### config.mk
export PLATFORM = sky130hd
export DESIGN_NAME = dmem_store_buffer
export DESIGN_NICKNAME = d
export VERILOG_FILES = /design/src/rtl/dmem_sb_pkg.sv /design/src/rtl/sb_fwd_match.sv /design/src/rtl/dmem_store_buffer.sv
export SDC_FILE = /design/constraint.sdc
export NUM_CORES = 1
export LEC_CHECK = 0
export CORE_MARGIN = 2
export CORE_UTILIZATION = 40
export CTS_BUF_LIST = sky130_fd_sc_hd__clkbuf_16
export DETAILED_ROUTE_END_ITERATION = 10
export PLACE_DENSITY_LB_ADDON = 0.25
export SLEW_MARGIN = 0
export SYNTH_ARGS = -nofsm -noshare
export SYNTH_HDL_FRONTEND = slang
export SYNTH_SLANG_ARGS = --single-unit
### constraint.sdc
create_clock -name clk_i -period 5.23 [get_ports clk_i]
set_input_delay 1.046 -clock clk_i [delete_from_list [all_inputs] [get_ports clk_i]]
set_output_delay 1.046 -clock clk_i [all_outputs]
set_load 0.02 [all_outputs]
### src/rtl/dmem_sb_pkg.sv
// Shared defaults, entry layout and drain FSM states for the data-memory store buffer.
package dmem_sb_pkg;

  localparam int unsigned SB_DEPTH = 4;
  localparam int unsigned SB_AW    = 32;
  localparam int unsigned SB_DW    = 32;
  localparam int unsigned PTR_W    = $clog2(SB_DEPTH);

  typedef struct packed {
    logic [SB_AW-1:0] addr;
    logic [SB_DW-1:0] data;
  } sb_entry_t;

  typedef enum logic {
    SB_IDLE,
    SB_REQ
  } sb_state_e;

endpackage

### src/rtl/sb_fwd_match.sv
// Store-to-load forwarding: word-address compare against every buffered entry,
// picking the youngest valid match (the one closest behind the tail pointer).
module sb_fwd_match
  import dmem_sb_pkg::*;
#(
  parameter int unsigned DEPTH = SB_DEPTH,
  parameter int unsigned AW    = SB_AW,
  parameter int unsigned DW    = SB_DW
) (
  input  logic [AW-1:0]            addr_i [DEPTH],
  input  logic [DW-1:0]            data_i [DEPTH],
  input  logic [DEPTH-1:0]         valid_i,
  input  logic [$clog2(DEPTH)-1:0] tail_i,
  input  logic [AW-1:0]            fetch_addr_i,
  output logic                     hit_o,
  output logic [DW-1:0]            data_o
);

  localparam int unsigned PtrW = $clog2(DEPTH);

  logic [DEPTH-1:0] match;
  logic [PtrW-1:0]  idx;

  for (genvar i = 0; i < DEPTH; i++) begin : g_cmp
    assign match[i] = valid_i[i] && (addr_i[i][AW-1:2] == fetch_addr_i[AW-1:2]);
  end

  // Walk from oldest slot (tail-DEPTH) to youngest (tail-1); later hits override.
  always_comb begin
    hit_o  = 1'b0;
    data_o = '0;
    idx    = '0;
    for (int k = int'(DEPTH); k > 0; k--) begin
      idx = tail_i - PtrW'(k);
      if (match[idx]) begin
        hit_o  = 1'b1;
        data_o = data_i[idx];
      end
    end
  end

endmodule

### src/rtl/dmem_store_buffer.sv
// Store buffer between the core data port and a req/ack data memory, with load forwarding.
// Define STORE_BUF_COALESCE_EN to merge a store into the youngest entry on a word-address hit.
module dmem_store_buffer
  import dmem_sb_pkg::*;
#(
  parameter int unsigned DEPTH = SB_DEPTH,
  parameter int unsigned AW    = SB_AW,
  parameter int unsigned DW    = SB_DW
) (
  input  logic          clk_i,
  input  logic          rst_ni,
  input  logic          core_we_i,
  input  logic [AW-1:0] core_addr_i,
  input  logic [DW-1:0] core_wdata_i,
  input  logic [AW-1:0] core_fetch_addr_i,
  output logic [DW-1:0] core_rdata_o,
  output logic          stall_o,
  output logic          empty_o,
  output logic          overflow_o,
  output logic          mem_req_o,
  output logic [AW-1:0] mem_addr_o,
  output logic [DW-1:0] mem_wdata_o,
  input  logic          mem_ack_i,
  output logic [AW-1:0] mem_raddr_o,
  input  logic [DW-1:0] mem_rdata_i
);

  localparam int unsigned PtrW = $clog2(DEPTH);
  localparam int unsigned CntW = PtrW + 1;
  localparam logic [CntW-1:0] FullCnt = CntW'(DEPTH);

  logic [AW-1:0]    addr_q [DEPTH];
  logic [DW-1:0]    data_q [DEPTH];
  logic [DEPTH-1:0] valid_q, valid_d;
  logic [PtrW-1:0]  head_q, head_d, tail_q, tail_d, last_idx;
  logic [CntW-1:0]  count_q, count_d;
  logic             overflow_q, overflow_d;
  sb_state_e        state_q, state_d;
  logic             full, retire, alloc, coalesce;
  logic             fwd_hit;
  logic [DW-1:0]    fwd_data;

  assign full     = (count_q == FullCnt);
  assign last_idx = tail_q - PtrW'(1);
  assign retire   = (state_q == SB_REQ) && mem_ack_i;

`ifdef STORE_BUF_COALESCE_EN
  // The head entry being offered to memory must not change under an open request.
  assign coalesce = core_we_i && !full && valid_q[last_idx] &&
                    (core_addr_i[AW-1:2] == addr_q[last_idx][AW-1:2]) &&
                    !((state_q == SB_REQ) && (last_idx == head_q));
`else
  assign coalesce = 1'b0;
`endif

  assign alloc = core_we_i && !full && !coalesce;

  always_comb begin
    head_d     = head_q;
    tail_d     = tail_q;
    count_d    = count_q;
    valid_d    = valid_q;
    overflow_d = overflow_q | (core_we_i & full);
    if (retire) begin
      valid_d[head_q] = 1'b0;
      head_d          = head_q + PtrW'(1);
    end
    if (alloc) begin
      valid_d[tail_q] = 1'b1;
      tail_d          = tail_q + PtrW'(1);
    end
    unique case ({alloc, retire})
      2'b10:   count_d = count_q + CntW'(1);
      2'b01:   count_d = count_q - CntW'(1);
      default: count_d = count_q;
    endcase
  end

  always_comb begin
    state_d = state_q;
    unique case (state_q)
      SB_IDLE: if (count_q != '0) state_d = SB_REQ;
      SB_REQ:  if (mem_ack_i) state_d = (count_q != CntW'(1)) ? SB_REQ : SB_IDLE;
      default: state_d = SB_IDLE;
    endcase
  end

  always_ff @(posedge clk_i or negedge rst_ni) begin
    if (!rst_ni) begin
      head_q     <= '0;
      tail_q     <= '0;
      count_q    <= '0;
      valid_q    <= '0;
      overflow_q <= 1'b0;
      state_q    <= SB_IDLE;
    end else begin
      head_q     <= head_d;
      tail_q     <= tail_d;
      count_q    <= count_d;
      valid_q    <= valid_d;
      overflow_q <= overflow_d;
      state_q    <= state_d;
    end
  end

  // Payload storage is qualified by valid_q, so it needs no reset.
  always_ff @(posedge clk_i) begin
    if (alloc) begin
      addr_q[tail_q] <= core_addr_i;
      data_q[tail_q] <= core_wdata_i;
    end
    if (coalesce) begin
      data_q[last_idx] <= core_wdata_i;
    end
  end

  sb_fwd_match #(
    .DEPTH(DEPTH),
    .AW   (AW),
    .DW   (DW)
  ) u_fwd (
    .addr_i      (addr_q),
    .data_i      (data_q),
    .valid_i     (valid_q),
    .tail_i      (tail_q),
    .fetch_addr_i(core_fetch_addr_i),
    .hit_o       (fwd_hit),
    .data_o      (fwd_data)
  );

  assign core_rdata_o = fwd_hit ? fwd_data : mem_rdata_i;
  assign mem_raddr_o  = core_fetch_addr_i;
  assign stall_o      = full;
  assign empty_o      = (count_q == '0) && (state_q == SB_IDLE);
  assign overflow_o   = overflow_q;
  assign mem_req_o    = (state_q == SB_REQ);
  assign mem_addr_o   = addr_q[head_q];
  assign mem_wdata_o  = data_q[head_q];

endmodule

==> impl_results.md <==
- DP Area: 20200 um2
- Cts bufs inserted: 29
- Final instance area: 21200 um2
- DRC Markers: 0
- Violation count after the first detailed-routing iteration: 921
- Share of the yosys chip area belonging to registers: 48.6%
- Mapped Cells: 1027
- Yosys reg bits: 269
- Arrival @ worst endpoint: 4.12 ns
- Actual slew at the worst max-slew pin: 1.03 ns
- R2R setup slack: 2.29 ns
- Fin crit period: 5.16 ns
- Area contributors post-synth: edfxtp_1, mux4_2, xnor2_1
- Crit Reg-Reg Startpoint: count_q[0]
- CP Cell Sequence: clkdlybuf4s50_1 -> xnor2_1 -> nand4_1 -> or4_4 -> o211a_1 -> mux4_2 -> buf_12 -> a311oi_2 -> a21oi_1 -> clkdlybuf4s15_2
- Largest family of logic cells by synthesized area: multiplexers
- Worst setup SP type: primary input
- Fin cells: 1857
- Worst setup EP type: primary output
- IO buf count: 259
- Fin nets: 1450
- EDFF count, synth: 256
- Post-DR wirelength/cell: 25.2 um
- First-pass GRT wire length: 71500 um
- Via count: 11106
- Core area: 40700 um2
- Leak Pwr: 0.00720 uW
- CTS sink count: 269
- CP max stage cell: or4_4
- Syn Area/Cell: 16.1 um2
- Layout cell share with drive strength beyond 1: 34.8%
- Die H: 207 um
- Compound-Gate Fraction of Synth Area: 6.49%
- Starting Density: 40.5%
- RSZ-0062 raised after global routing: true
- Yosys Warn Count: 0
- Status: finished, final reports clean
- Xor/xnor cell area share of the yosys netlist: 6.73%
- Largest net degree at the start of global routing: 139
- Worst skew pair latency: 0.54 ns
- Via density: 5.98
- Root Buffer: clkbuf_16
- Die area: 42900 um2
- Worst Setup SP: core_fetch_addr_i[28]
- TritonCTS clock tree: yes
- Reg2reg path depth: 6
- Critical path required time: 4.18 ns
- Num rows: 74
- Main synth FF type: edfxtp_1
- Clock-pin slew on the worst setup and hold paths: 0.06 ns
- GP Congestion: 0.835
- Clk buf depth: 3
- Post-synthesis mux area share: 28.7%
- Post-Synth Adder-Cell Area: 0.986%
- GRT overflow: 0
- Total of max-cap violations: 0
- Layout Skew: 0.0195 ns
- Die X: 207 um
- Crit path max fanout: 21
- GRT busiest layer: met2
- PwrDens: 496 nW/um2
- Filler Cells Inserted: 3351
- Hold Vio Cnt, Final: 0
- Kind of critical path: in2out
- Synth top area share: 46.6%
- Area leader, netlist: edfxtp_1
- Hold buffers post-CTS: 0
- Htree depth: 1
- Slew headroom: 31.1%
- GR Util met3: 4.75%
- Syn Std Cell Area: 16500 um2
- Final Slew Violations: 0
- Grt met2 use: 36.6%
- IO Count: 264
- ANT nets after route: 0
- Initial antenna violation count: 3
- VDD IR max: 0.406 mV
- Synth Area in Simple Gates: 3.24%
- Setup TNS: 0 ns
- Post-Syn Nets: 1172
- CP peak stage delay: 0.60 ns
- Met1 Track Usage GR: 28.1%
- Layout area overhead: 28.5%
- Netlist cell types: 37
- Final wirelength: 46800 um
- Tot Pwr: 10500 uW
- Critical Path Sink: core_rdata_o[2]
- Fraction of registers with async set/reset: 4.83%
- TritonRoute pass-1 iters: 5
- # setup viols final: 0
- F_max: 194 MHz
- Final Core Density: 52.0%
- Vias in the first global route: 11601
- FF-to-FF End: data_q[40]
- Placed Cells: 1801
- DP Wirelength: 31900 um
- Total GRT Usage: 21.6%
- Final period util: 98.7%
- Min-delay worst type: reg2reg
## where the power goes
group          internal, uW  leakage [uW]  switching [uW]
logic                  2860       0.00428            2480
clock network          1040      0.000429             796
registers              2870       0.00249             479
total                  6760       0.00720            3750
## layer usage
metal / routed length, um / up-vias
li1: - / 4805
met1: 18700 / 5754
met2: 23400 / 470
met3: 3580 / 75
met4: 1120 / 2
met5: 12 / -
## cell type report
type                    instances  area, um2  share of cell area [%]
clock inverters                20        111                   0.525
clock buffers                  29        726                    3.42
diodes                          2       5.00                  0.0236
multi-input cells             589       7870                    37.1
inverters                      30        113                   0.531
well taps                     532        666                    3.14
flip-flops and latches        269       8030                    37.9
repair buffers                386       3680                    17.3
## kinds of logic (layout without fill, tap and decap cells)
family	count (synthesis)	in the layout
compound gates	131	131
fa+ha+maj	13	13
other cells	0	2
flops	269	269
mux	223	224
buf+inv	170	465
simple gates	96	96
xor+xnor	125	125
## synthesized netlist by cell type (3+ instances only)
library cell	count
buf_4	32
o22ai_1	32
xnor2_1	123
a31oi_1	11
a311oi_1	11
nor2_1	4
a311oi_2	21
and2_1	8
or4_1	3
mux2i_1	23
nor4_1	9
clkbuf_1	57
inv_1	28
nand3_1	15
ha_1	13
dfrtp_1	13
clkbuf_2	3
buf_1	12
nand4_1	31
buf_2	26
nand2_1	21
o21ai_0	3
a21oi_1	22
a21o_1	5
mux4_2	200
a41oi_1	22
buf_6	10
edfxtp_1	256
## layout by cell type (no fill, tap or decap), types with 12 or more instances in the layout
master,netlist,layout
xnor2_2,2,14
a41oi_1,22,22
nand4_1,31,31
clkdlybuf4s50_1,0,201
mux2i_1,23,23
dlygate4sd2_1,0,16
a21oi_1,22,21
nand2_1,21,21
edfxtp_1,256,256
inv_1,28,35
nand3_1,15,14
buf_12,0,19
clkbuf_16,0,29
o22ai_1,32,32
buf_2,26,16
xnor2_1,123,111
ha_1,13,12
a311oi_2,21,28
buf_4,32,110
mux4_2,200,201
## sequential cells by signal (all words and copies together) (netlist names)
register	count
mem_req_o	1
overflow_o	1
tail_q	2
valid_q	4
count_q	3
addr_q	128
head_q	2
data_q	128
## timing repair
| item | 4_1_cts | 5_1_grt |
|---|---|---|
| pin swaps | 3 | 10 |
| buffers inserted | 3 | 1 |
| gates cloned | 1 | 0 |
| gates resized for setup | 141 | 50 |
| endpoints found under the hold margin | 0 | 0 |
| setup endpoints to repair | 32 | 32 |
## worst min path at each step
stage                     startpoint         end  slack, ns  depth (start not counted)
after floorplan           valid_q[0]  valid_q[0]       0.45                          1
after global placement    overflow_o  overflow_o       0.44                          1
after detailed placement  overflow_o  overflow_o       0.45                          1
after CTS                 overflow_o  overflow_o       0.46                          1
after global routing      overflow_o  overflow_o       0.49                          1
final                     overflow_o  overflow_o       0.46                          1
## per-stage QoR
| stage | hold WS [ns] | setup WS, ns |
|---|---|---|
| final | 0.456 | 0.0655 |
| after global routing | 0.488 | -0.0213 |
| after CTS | 0.459 | 0.000814 |
| after detailed placement | 0.445 | -0.462 |
| after global placement | 0.439 | -0.430 |
| after floorplan | 0.449 | 0.775 |
## worst max-delay path, delay by kind of cell
family          cells  cell delay, ns
compound gates      3            0.58
xor+xnor            1            0.15
buf+inv             3            0.97
mux                 1            0.49
simple gates        2            0.83
Note: power is estimated with default switching activity, not from simulation.
